==> src/rtl/alu_arbiter.sv <==
// Round-robin arbiter that shares one external 4-bit ALU between two requesters
// and returns the registered result on a valid/ready response channel.
module alu_arbiter (
  input  logic        clk,
  input  logic        rst,
  input  logic [1:0]  req_valid,
  output logic [1:0]  req_ready,
  input  logic [3:0]  req_a0,
  input  logic [3:0]  req_b0,
  input  logic [3:0]  req_op0,
  input  logic [3:0]  req_a1,
  input  logic [3:0]  req_b1,
  input  logic [3:0]  req_op1,
  output logic [3:0]  alu_a,
  output logic [3:0]  alu_b,
  output logic [3:0]  alu_op,
  input  logic [31:0] alu_x,
  input  logic [31:0] alu_y,
  output logic        rsp_valid,
  input  logic        rsp_ready,
  output logic        rsp_id,
  output logic [31:0] rsp_x,
  output logic [31:0] rsp_y,
  output logic        rsp_err,
  output logic        busy,
  output logic [15:0] op_count
);

  typedef enum logic [1:0] {IDLE, EXEC, RESP} state_t;

  state_t      state;
  state_t      state_next;
  logic        last_grant;
  logic        grant;
  logic        accept;
  logic        legal;
  logic [3:0]  sel_a;
  logic [3:0]  sel_b;
  logic [3:0]  sel_op;
  logic [3:0]  op_a;
  logic [3:0]  op_b;
  logic [3:0]  op_code;

  // On a tie the requester that did not win last time goes first.
  always_comb begin
    grant = 1'b0;
    case (req_valid)
      2'b01:   grant = 1'b0;
      2'b10:   grant = 1'b1;
      2'b11:   grant = ~last_grant;
      default: grant = 1'b0;
    endcase
  end

  assign accept = (state == IDLE) && (|req_valid) && !rst;
  assign sel_a  = grant ? req_a1  : req_a0;
  assign sel_b  = grant ? req_b1  : req_b0;
  assign sel_op = grant ? req_op1 : req_op0;

  always_comb begin
    legal = 1'b0;
    case (sel_op)
      4'b0011, 4'b0100, 4'b0101, 4'b0110, 4'b0111,
      4'b1010, 4'b1011, 4'b1101, 4'b1110: legal = 1'b1;
      default:                            legal = 1'b0;
    endcase
  end

  always_ff @(posedge clk) begin
    if (rst) state <= IDLE;
    else     state <= state_next;
  end

  always_comb begin
    state_next = state;
    case (state)
      IDLE:    if (accept) state_next = legal ? EXEC : RESP;
      EXEC:    state_next = RESP;
      RESP:    if (rsp_ready) state_next = IDLE;
      default: state_next = IDLE;
    endcase
  end

  always_comb begin
    req_ready = 2'b00;
    if (accept) req_ready[grant] = 1'b1;
    rsp_valid = (state == RESP);
    busy      = (state != IDLE);
  end

  // Operand registers load only for legal ops, so an illegal op leaves the ALU inputs untouched.
  always_ff @(posedge clk) begin
    if (rst) begin
      last_grant <= 1'b1;
      rsp_id     <= 1'b0;
      rsp_x      <= '0;
      rsp_y      <= '0;
      rsp_err    <= 1'b0;
      op_a       <= '0;
      op_b       <= '0;
      op_code    <= '0;
      op_count   <= '0;
    end else begin
      if (accept) begin
        last_grant <= grant;
        rsp_id     <= grant;
        if (legal) begin
          op_a    <= sel_a;
          op_b    <= sel_b;
          op_code <= sel_op;
        end else begin
          rsp_x   <= '0;
          rsp_y   <= '0;
          rsp_err <= 1'b1;
        end
      end
      if (state == EXEC) begin
        rsp_x   <= alu_x;
        rsp_y   <= alu_y;
        rsp_err <= 1'b0;
      end
      if (state == RESP && rsp_ready && op_count != 16'hFFFF)
        op_count <= op_count + 16'd1;
    end
  end

  assign alu_a  = op_a;
  assign alu_b  = op_b;
  assign alu_op = op_code;

endmodule
==> config.mk <==
export PLATFORM = sky130hd
export DESIGN_NAME = alu_arbiter
export DESIGN_NICKNAME = d
export VERILOG_FILES = /design/src/rtl/alu_arbiter.sv
export SDC_FILE = /design/constraint.sdc
export NUM_CORES = 1
export LEC_CHECK = 0
export ABC_AREA = 1
export BUFFER_PORTS_ARGS = -buffer_cell sky130_fd_sc_hd__buf_4
export CAP_MARGIN = 30
export CORE_UTILIZATION = 47
export CTS_CLUSTER_DIAMETER = 120
export DETAILED_ROUTE_END_ITERATION = 6
export HOLD_SLACK_MARGIN = 0.15
export PLACE_DENSITY = 0.79
export REMOVE_ABC_BUFFERS = 1
export SKIP_LAST_GASP = 1
export SLEW_MARGIN = 20
export SYNTH_ARGS = -nofsm -noshare
export SYNTH_HDL_FRONTEND = slang
export SYNTH_SLANG_ARGS = --single-unit
==> constraint.sdc <==
create_clock -name clk -period 2.3 [get_ports clk]
set_input_delay 0.23 -clock clk [delete_from_list [all_inputs] [get_ports clk]]
set_output_delay 0.23 -clock clk [all_outputs]
set_load 0.03 [all_outputs]
After elaboration in Yosys (flattened, before gate mapping)
Memory sizes are Yosys's and may differ from the RTL's.
Index checks and enable logic that the tools add are counted.
W data, S select, Z words.

cells by class
  eq/ne operators = 8
  add/subtract/negate cells = 1
  mux-type cells = 15
  reduce and logical (&&, ||, !) cells = 15
  bitwise operators = 2
  $lt $le $gt $ge = 2

operators with widths
  kind                     count
  $mux W32                 4
  $add A16 B1 Y16 const B  1
  $ne A16 B16 Y1 const B   1
  $mux W4                  3
  $mux W2                  4
  $reduce_and A2 Y1        4
  $eq A2 B2 Y1 const B     3
  $pmux W2 S3              1
  $logic_and A1 B1 Y1      5
  $ne A2 B1 Y1 const B     2
  $reduce_bool A2 Y1       2
  $reduce_or A2 Y1         2
  $eq A2 B1 Y1 const B     1
  $logic_not A2 Y1         1
  $lt A1 B2 Y1 const B     1
  $ne A2 B2 Y1 const B     1
  $not A1 Y1               2
  $pmux W1 S2              1
  $demux W1 S1             1
  $ge A1 B1 Y1 const B     1
  $logic_not A1 Y1         1
  $mux W1                  1

storage, ports and cells
  register bits after elaboration = 97
  memories kept = 1
  input bits = 93
  ROM bits = 16

memories
  memory            depth  bits a word  read ports  clocked after memory_dff  write ports  line  source
  (name not given)  16     1            1           0                         0            62    case (sel_op)

Logic depth before layout (Yosys ltp)
Gate-level depths: netlist (run 1).

  word-level depth = 7
  gate-level depth with buffers = 15
  depth with buffers taken out = 14

Least setup slack after synthesis (run 1)
OpenSTA, ideal clock, no wires.

  kind = register -> register
  start point = register last_grant
  end point = register rsp_x[17]
  slack = 0.298 ns
  data arrival time = 1.859 ns
  library setup time = 0.143 ns
  stages on the path, launching flop included = 15
  buffers on the path = 3
  data required time = 2.157 ns
  cell sequence = dfxtp_1 -> nand2_1 -> nand2_2 -> buf_1 -> nand2_1 -> nand2_1 -> ha_1 -> inv_1 -> nand3_1 -> nand3_2 -> nand3_2 -> buf_6 -> buf_8 -> nand3_2 -> a21oi_2

between the ends
  cells in the longest elaborated chain, start to end = 6

ends and longest elaborated chain
  element                             line  source
  start: declaration                  33    logic last_grant;
  start signal: assignment            105   last_grant <= grant;
  $not A1 Y1                          50    2'b11: grant = ~last_grant;
  $pmux W1 S2                         47    case (req_valid)
  $mux W4                             58    assign sel_op = grant ? req_op1 : req_op0;
  via sel_op[0]                       39    logic [3:0] sel_op;
  $mem_v2 Z16 W1                      -
  $ne A2 B1 Y1 (no source line)       -
  $reduce_and A2 Y1 (no source line)  -
  end signal: assignment              118   rsp_x <= alu_x;
  end: declaration                    22    output logic [31:0] rsp_x,

The timed path passes the listed nets, and every way through them passes these cells.
A chain may end at the register's enable or synchronous reset.

Worst setup path after layout (run 1)
  start point = register last_grant
  end point = register rsp_y[6]

between the ends
  cells in the longest elaborated chain, start to end = 6

ends and longest elaborated chain
  element                             line  source
  $not A1 Y1                          50
  $pmux W1 S2                         47
  $mux W4                             58
  via sel_op[0]                       39
  $mem_v2 Z16 W1                      -
  $ne A2 B1 Y1 (no source line)       -
  $reduce_and A2 Y1 (no source line)  -
  end signal: assignment              119   rsp_y <= alu_y;
  end: declaration                    23    output logic [31:0] rsp_y,

The timed path passes the listed nets, and every way through them passes these cells.

==> run metrics, run 1 <==
GP Congestion=0.851; required time of the critical path=2580 ps; Clk pin slew, worst setup/hold paths=110 ps; Initial Utilization=49.1%; drt drc=10; most frequent cells in the layout=buf_4 (202), nand2_1 (142), dfxtp_1 (97), dlygate4sd3_1 (65), a21oi_1 (54); post-synth top area share=44.7%; R2R Path Start=last_grant; first-pass GRT wire length=22200 um; Worst slew margin=63.6%; Post-DP HPWL=8530 um; Critical Path Source Type=flop; die width=98.2 um; top cells by area, synth=dfxtp_1 (45%), nand2_1 (12%), nand3_2 (9.7%); Total Power=4.19 mW; smallest hold slack=187 ps; Root Driver=clkbuf_8; Port Buf Inserts=190; CTS sink cnt=97; flops & latches, synth=97; WP data arrival=2390 ps; GR Overflow Total=0; met2 usage=50.3%; post-route ant nets=0; met3 Use GR=4.29%; final period utilization=91.7%; fin nets=893; setup violators final=0; H-tree levels=3; core box area=8850 um^2; total wire length=13800 um; worst skew pair latency=370 ps; I/O pin total=191; # rows=34; Synth Cell Area=4350 um^2; number of CTS-inserted buffers=9; CP cell instances=nand2_1, nand2_2, clkinv_1, nand2_1, nand2_1, ha_1, inv_1, nand3_1, nand3_2, nand3_4, buf_12, nand3_1, a21oi_1; routed via count=4689; pwr/cell area=622 nW/um^2; Syn Area/Cell=7.87 um^2; # diodes=0; Seq pwr share=44.7%; RSZ-0062 raised after global routing=true; Post-Synthesis Cells=552; Crit Path Class=flop to flop; Peak VDD IR=0.000416 V; R2R depth=13; worst r2r dst=rsp_y[6]; initial antenna violation count=0; Yosys warnings=0; DIE AREA=9630 um^2; largest fanout on the critical path=18; status=finished, violations left; CTS tree=done; Hold Path Origin=rsp_ready; number of synthesized flops with an enable pin=0; final instance area=6730 um^2; FF-to-FF setup slack=190 ps; GR Util All Layers=28.5%; Hold Vio Cnt, Final=0; worst hold path type=primary input to flop; clock group share of total power=26.1%; Final Skew=18.7 ps; Hold Path Depth=4; Slew @ Worst Pin=542 ps; sequential area share after synthesis=44.7%; Max Freq=0.474 GHz; sw frac=34.4%; die height=98.2 um; Synth area leader=dfxtp_1; Switch Pwr=1.44 mW; failing checks=design-rule violations; slack of the critical path=191 ps; number of global-route vias before repair=4645; critical-path cell with the highest stage delay=dfxtp_1; Max clock buf depth=2; fill cell count=603; DRT Pass-1 Iters=7; combinational power share=29.2%; P_leak=2.87 nW; DP Worst Slack=148 ps; max_cap viols=0; share of cells above drive strength 1=36.6%; Netlist cell types=29; Synth async-reset ratio=0%; Hold Path End=state[1]; wire per inst=15.1 um; Post-DP Area=5850 um^2; Main synth FF type=dfxtp_1; cell mode on critical path=nand2_1; Int Pwr=2.75 mW; CP peak stage delay=340 ps; commonest non-fill, non-tap cell in the layout=buf_4; largest net degree at the start of global routing=67; Iter 0 DRT Violations=200; fin. max-slew vios=0; met1 Use GR=32.2%; final core occ=76.0%; P&R area growth vs syn=54.9%; GRT Max-Usage Layer=met2; Final min period=2110 ps; Crit. End Element=flop; number of vias per cell=5.15
## through the flow
step / cells / setup TNS, ps
floorplan: 516 / -162180
global placement: 826 / 0
detailed placement: 826 / 0
CTS: 907 / 0
global route: 911 / -60.0
finish: 911 / 0
## synthesized netlist by cell type (4+ instances only)
library cell and instances:
nand3_1 38, nand2_1 143, a21oi_2 21, o21ai_0 14
xor2_1 4, a21oi_1 54, nand2_2 5, nor3_1 7
dfxtp_1 97, clkbuf_1 18, buf_2 11, xnor2_1 7
nor2_1 45, nand3_2 42, inv_1 27
## routing by layer
metal,wire (um),share of wire (%)
met3,683,5.0
met4,762,5.5
met5,0,0
met1,5380,39
met2,6960,51
## worst max-delay path by stage
stage / startpoint / to / slack, ps / cells past startpoint
after global routing: last_grant / rsp_y[6] / -40 / 13
after floorplan: state[0] / rsp_x[29] / -2480 / 5
after detailed placement: last_grant / rsp_y[12] / 150 / 13
after CTS: last_grant / rsp_y[8] / 140 / 13
after global placement: req_valid[0] / rsp_y[9] / 230 / 14
final: last_grant / rsp_y[6] / 190 / 13
## critical path: cells and delay by family (launching register included)
family / cells / cell delay (ps)
AO/OA/AOI/OAI: 1 / 200
adder cells (fa/ha/maj): 1 / 270
buffers and inverters: 3 / 340
flip-flops: 1 / 340
AND/OR/NAND/NOR: 8 / 880
## registers in the layout (all words and copies together) (netlist names)
register / cells
rsp_x: 32
rsp_id: 1
rsp_y: 32
alu_a: 4
op_count: 16
alu_b: 4
state: 2
last_grant: 1
rsp_err: 1
alu_op: 4
## cells by family (layout without fill, tap and decap cells)
family                   count (synthesis)  after routing  share of synthesized area [%]
buffers and inverters                   65            316                           7.37
adder cells (fa/ha/maj)                  2              2                          0.576
flip-flops                              97             97                           44.7
AO/OA/AOI/OAI                           93             93                           12.7
XOR/XNOR                                11             11                           2.22
AND/OR/NAND/NOR                        284            284                           32.5
## what timing repair did
action / 4_1_cts / 5_1_grt
buffers inserted: 0 / 4
setup endpoints to repair: 0 / 44
resized for setup: 0 / 1
hold buffers: 65 / 0
endpoints found under the hold margin: 64 / 0
## area by class of cell
cell class / instances / area (um^2) / share of cell area, %
clock buffers: 10 / 138 / 2.05
clock inverters: 6 / 57.6 / 0.855
inverters: 29 / 109 / 1.62
multi-input cells: 390 / 2100 / 31.2
flip-flops and latches: 97 / 1940 / 28.9
well taps: 108 / 135 / 2.01
repair buffers: 271 / 2250 / 33.4
## power by group through the flow
stage | clock (mW) | combinational (mW) | sequential (mW)
3_3_place_gp | 0 | 1.07 | 1.90
4_1_cts | 1.12 | 1.19 | 1.87
5_1_grt | 1.18 | 1.30 | 1.89
2_1_floorplan | 0 | 0.399 | 2.11
6_report | 1.09 | 1.22 | 1.87
3_5_place_dp | 0 | 1.10 | 1.91
(Power assumes the default switching activity.)
==> run 2, diff against run 1 <==
Settings changed: PLACE_DENSITY 0.79 to 0.78.
==> run 2 against run 1 <==
  * Critical path type unchanged
  * Worst hold slack got worse by 21 ps
  * Sequential cell count unchanged
  * Clock power up 7%
  * Highest routed layer unchanged
  * Maximum frequency decreased by 4.9%
  * Non-clock buffer count down 4
  * The run still ends with design-rule violations left
  * Critical path depth did not move
==> run metrics, run 2 (synthesis results as in run 1) <==
failing checks=design-rule violations (unchanged); fin nets=889 (was 893); DRT Pass-1 Iters=6 (was 7); initial antenna violation count=2 (was 0); # rows=34 (unchanged); R2R Path Start=last_grant (unchanged); status=finished, violations left (unchanged); Setup crit start=last_grant (unchanged); Critical Path Source Type=flop (unchanged); smallest hold slack=166 ps (was 187 ps); routed via count=4651 (was 4689); pwr/cell area=632 nW/um^2 (was 622 nW/um^2); Total Power=4.24 mW (was 4.19 mW); Peak VDD IR=0.000329 V (was 0.000416 V); Layout Cells excl Fill=909 (was 911); wire per inst=14.6 um (was 15.1 um); Port Buf Inserts=190 (unchanged); WP data arrival=2500 ps (was 2390 ps); largest fanout on the critical path=24 (was 18); Initial Utilization=49.1% (unchanged); Clk pin slew, worst setup/hold paths=100 ps (was 110 ps); Max Freq=0.451 GHz (was 0.474 GHz); final period utilization=96.4% (was 91.7%); number of vias per cell=5.12 (was 5.15); GR Util All Layers=27.7% (was 28.5%); Root Driver=clkbuf_8 (unchanged); drt drc=10 (unchanged); most frequent cells in the layout=buf_4 (200), nand2_1 (142), dfxtp_1 (97), dlygate4sd3_1 (64), a21oi_1 (53) (was buf_4 (202), nand2_1 (142), dfxtp_1 (97), dlygate4sd3_1 (65), a21oi_1 (54)); first-pass GRT wire length=21500 um (was 22200 um); required time of the critical path=2590 ps (was 2580 ps); die width=98.2 um (unchanged); CTS tree=done (unchanged); share of cells above drive strength 1=36.5% (was 36.6%); Crit Path Class=flop to flop (unchanged); placed cell count=827 (was 826); Worst slew margin=57.9% (was 63.6%); number of global-route vias before repair=4560 (was 4645); Final min period=2220 ps (was 2110 ps); setup violators final=0 (unchanged); GP Congestion=0.831 (was 0.851); Max clock buf depth=2 (unchanged); Multi-input gate area=2100 um^2 (about the same); Iter 0 DRT Violations=169 (was 200); Register Area=1940 um^2 (unchanged); number of CTS-inserted buffers=9 (unchanged); Crit. End Element=flop (unchanged); die height=98.2 um (unchanged); P&R area growth vs syn=54.4% (was 54.9%); worst skew pair latency=360 ps (was 370 ps); RSZ-0062 raised after global routing=true (unchanged); commonest non-fill, non-tap cell in the layout=buf_4 (unchanged); core box area=8850 um^2 (unchanged); post-route ant nets=0 (unchanged); Hold Vio Cnt, Final=0 (unchanged); fin. max-slew vios=0 (unchanged); Final Skew=12.0 ps (was 18.7 ps); worst hold path type=primary input to flop (unchanged); H-tree levels=3 (unchanged); post-CTS setup buffers=0 (unchanged); Post-DP HPWL=8210 um (was 8530 um); CTS sink cnt=97 (unchanged); fill cell count=636 (was 603); DIE AREA=9630 um^2 (unchanged); largest net degree at the start of global routing=65 (was 67); total wire length=13300 um (was 13800 um); I/O pin total=191 (unchanged); P_leak=2.85 nW (was 2.87 nW); GR Overflow Total=0 (unchanged); registers with the most flip-flops=rsp_x (32), rsp_y (32), op_count (16) (unchanged); Slew @ Worst Pin=631 ps (was 542 ps); max_cap viols=0 (unchanged); Hold Path Origin=rst (was rsp_ready); final core occ=75.8% (was 76.0%)
[run 2: cell count changes in the layout (fill, tap and decap cells not counted), moves of 2 or more]
cell / previous run / this run
buf_4: 202 / 200
diode_2: 0 / 2
o21ai_1: 1 / 4
buf_12: 4 / 1
o21ai_0: 14 / 11
[run 2: critical path, cell delays in order (launching register included)]
cell and delay (ps):
dfxtp_1 350, nand2_1 100, nand2_2 160, clkinv_1 100
nand2_1 60, nand2_1 70, ha_1 270, inv_1 30
nand3_1 80, nand3_2 130, nand3_4 120, buf_6 250
nand3_1 180, a21oi_2 240
[run 2: cell type report]
cell class,count,area share [%]
Antenna cell,2,0.0746
Clock buffer,10,2.05
Clock inverter,6,1.12
Inverter,29,1.62
Multi-Input combinational cell,390,31.4
Sequential cell,97,28.9
Tap cell,108,2.01
Timing Repair Buffer,267,32.8
[run 2: layer usage]
metal | vias to the layer above | part of all wire [%] | global-route usage (%)
li1 | 2285 | - | -
met1 | 2150 | 39 | 31.3
met2 | 164 | 52 | 49.8
met3 | 52 | 4.5 | 3.58
met4 | 0 | 4.7 | 16.4
met5 | - | 0 | 0
[run 2: final timing paths]
kind | end | slack, ps | depth (start not counted)
setup reg to reg | rsp_y[15] | 80 | 13
hold / removal | rsp_y[29] | 170 | 2
hold reg to reg | rsp_err | 450 | 2
setup / recovery | rsp_y[15] | 80 | 13
[run 2: what timing repair did]
item / CTS / global route
hold endpoints to repair: 64 / 0
endpoints found under the setup margin: 0 / 12
hold buffers: 64 / 0
gates resized for setup: 0 / 7
[run 2: report_power, final]
| group | internal, mW | switching [mW] |
|---|---|---|
| logic | 0.491 | 0.709 |
| clock network | 0.548 | 0.620 |
| registers | 1.80 | 0.0775 |
| total | 2.83 | 1.41 |
[run 2: through the flow]
stage          instance area (um^2)  setup slack (ps)  setup TNS [ps]
2_1_floorplan                  4130             -2480         -162180
3_3_place_gp                   5830               285               0
3_5_place_dp                   5830               199               0
4_1_cts                        6690               183               0
5_1_grt                        6710             -69.0           -69.0
6_report                       6710              82.7               0
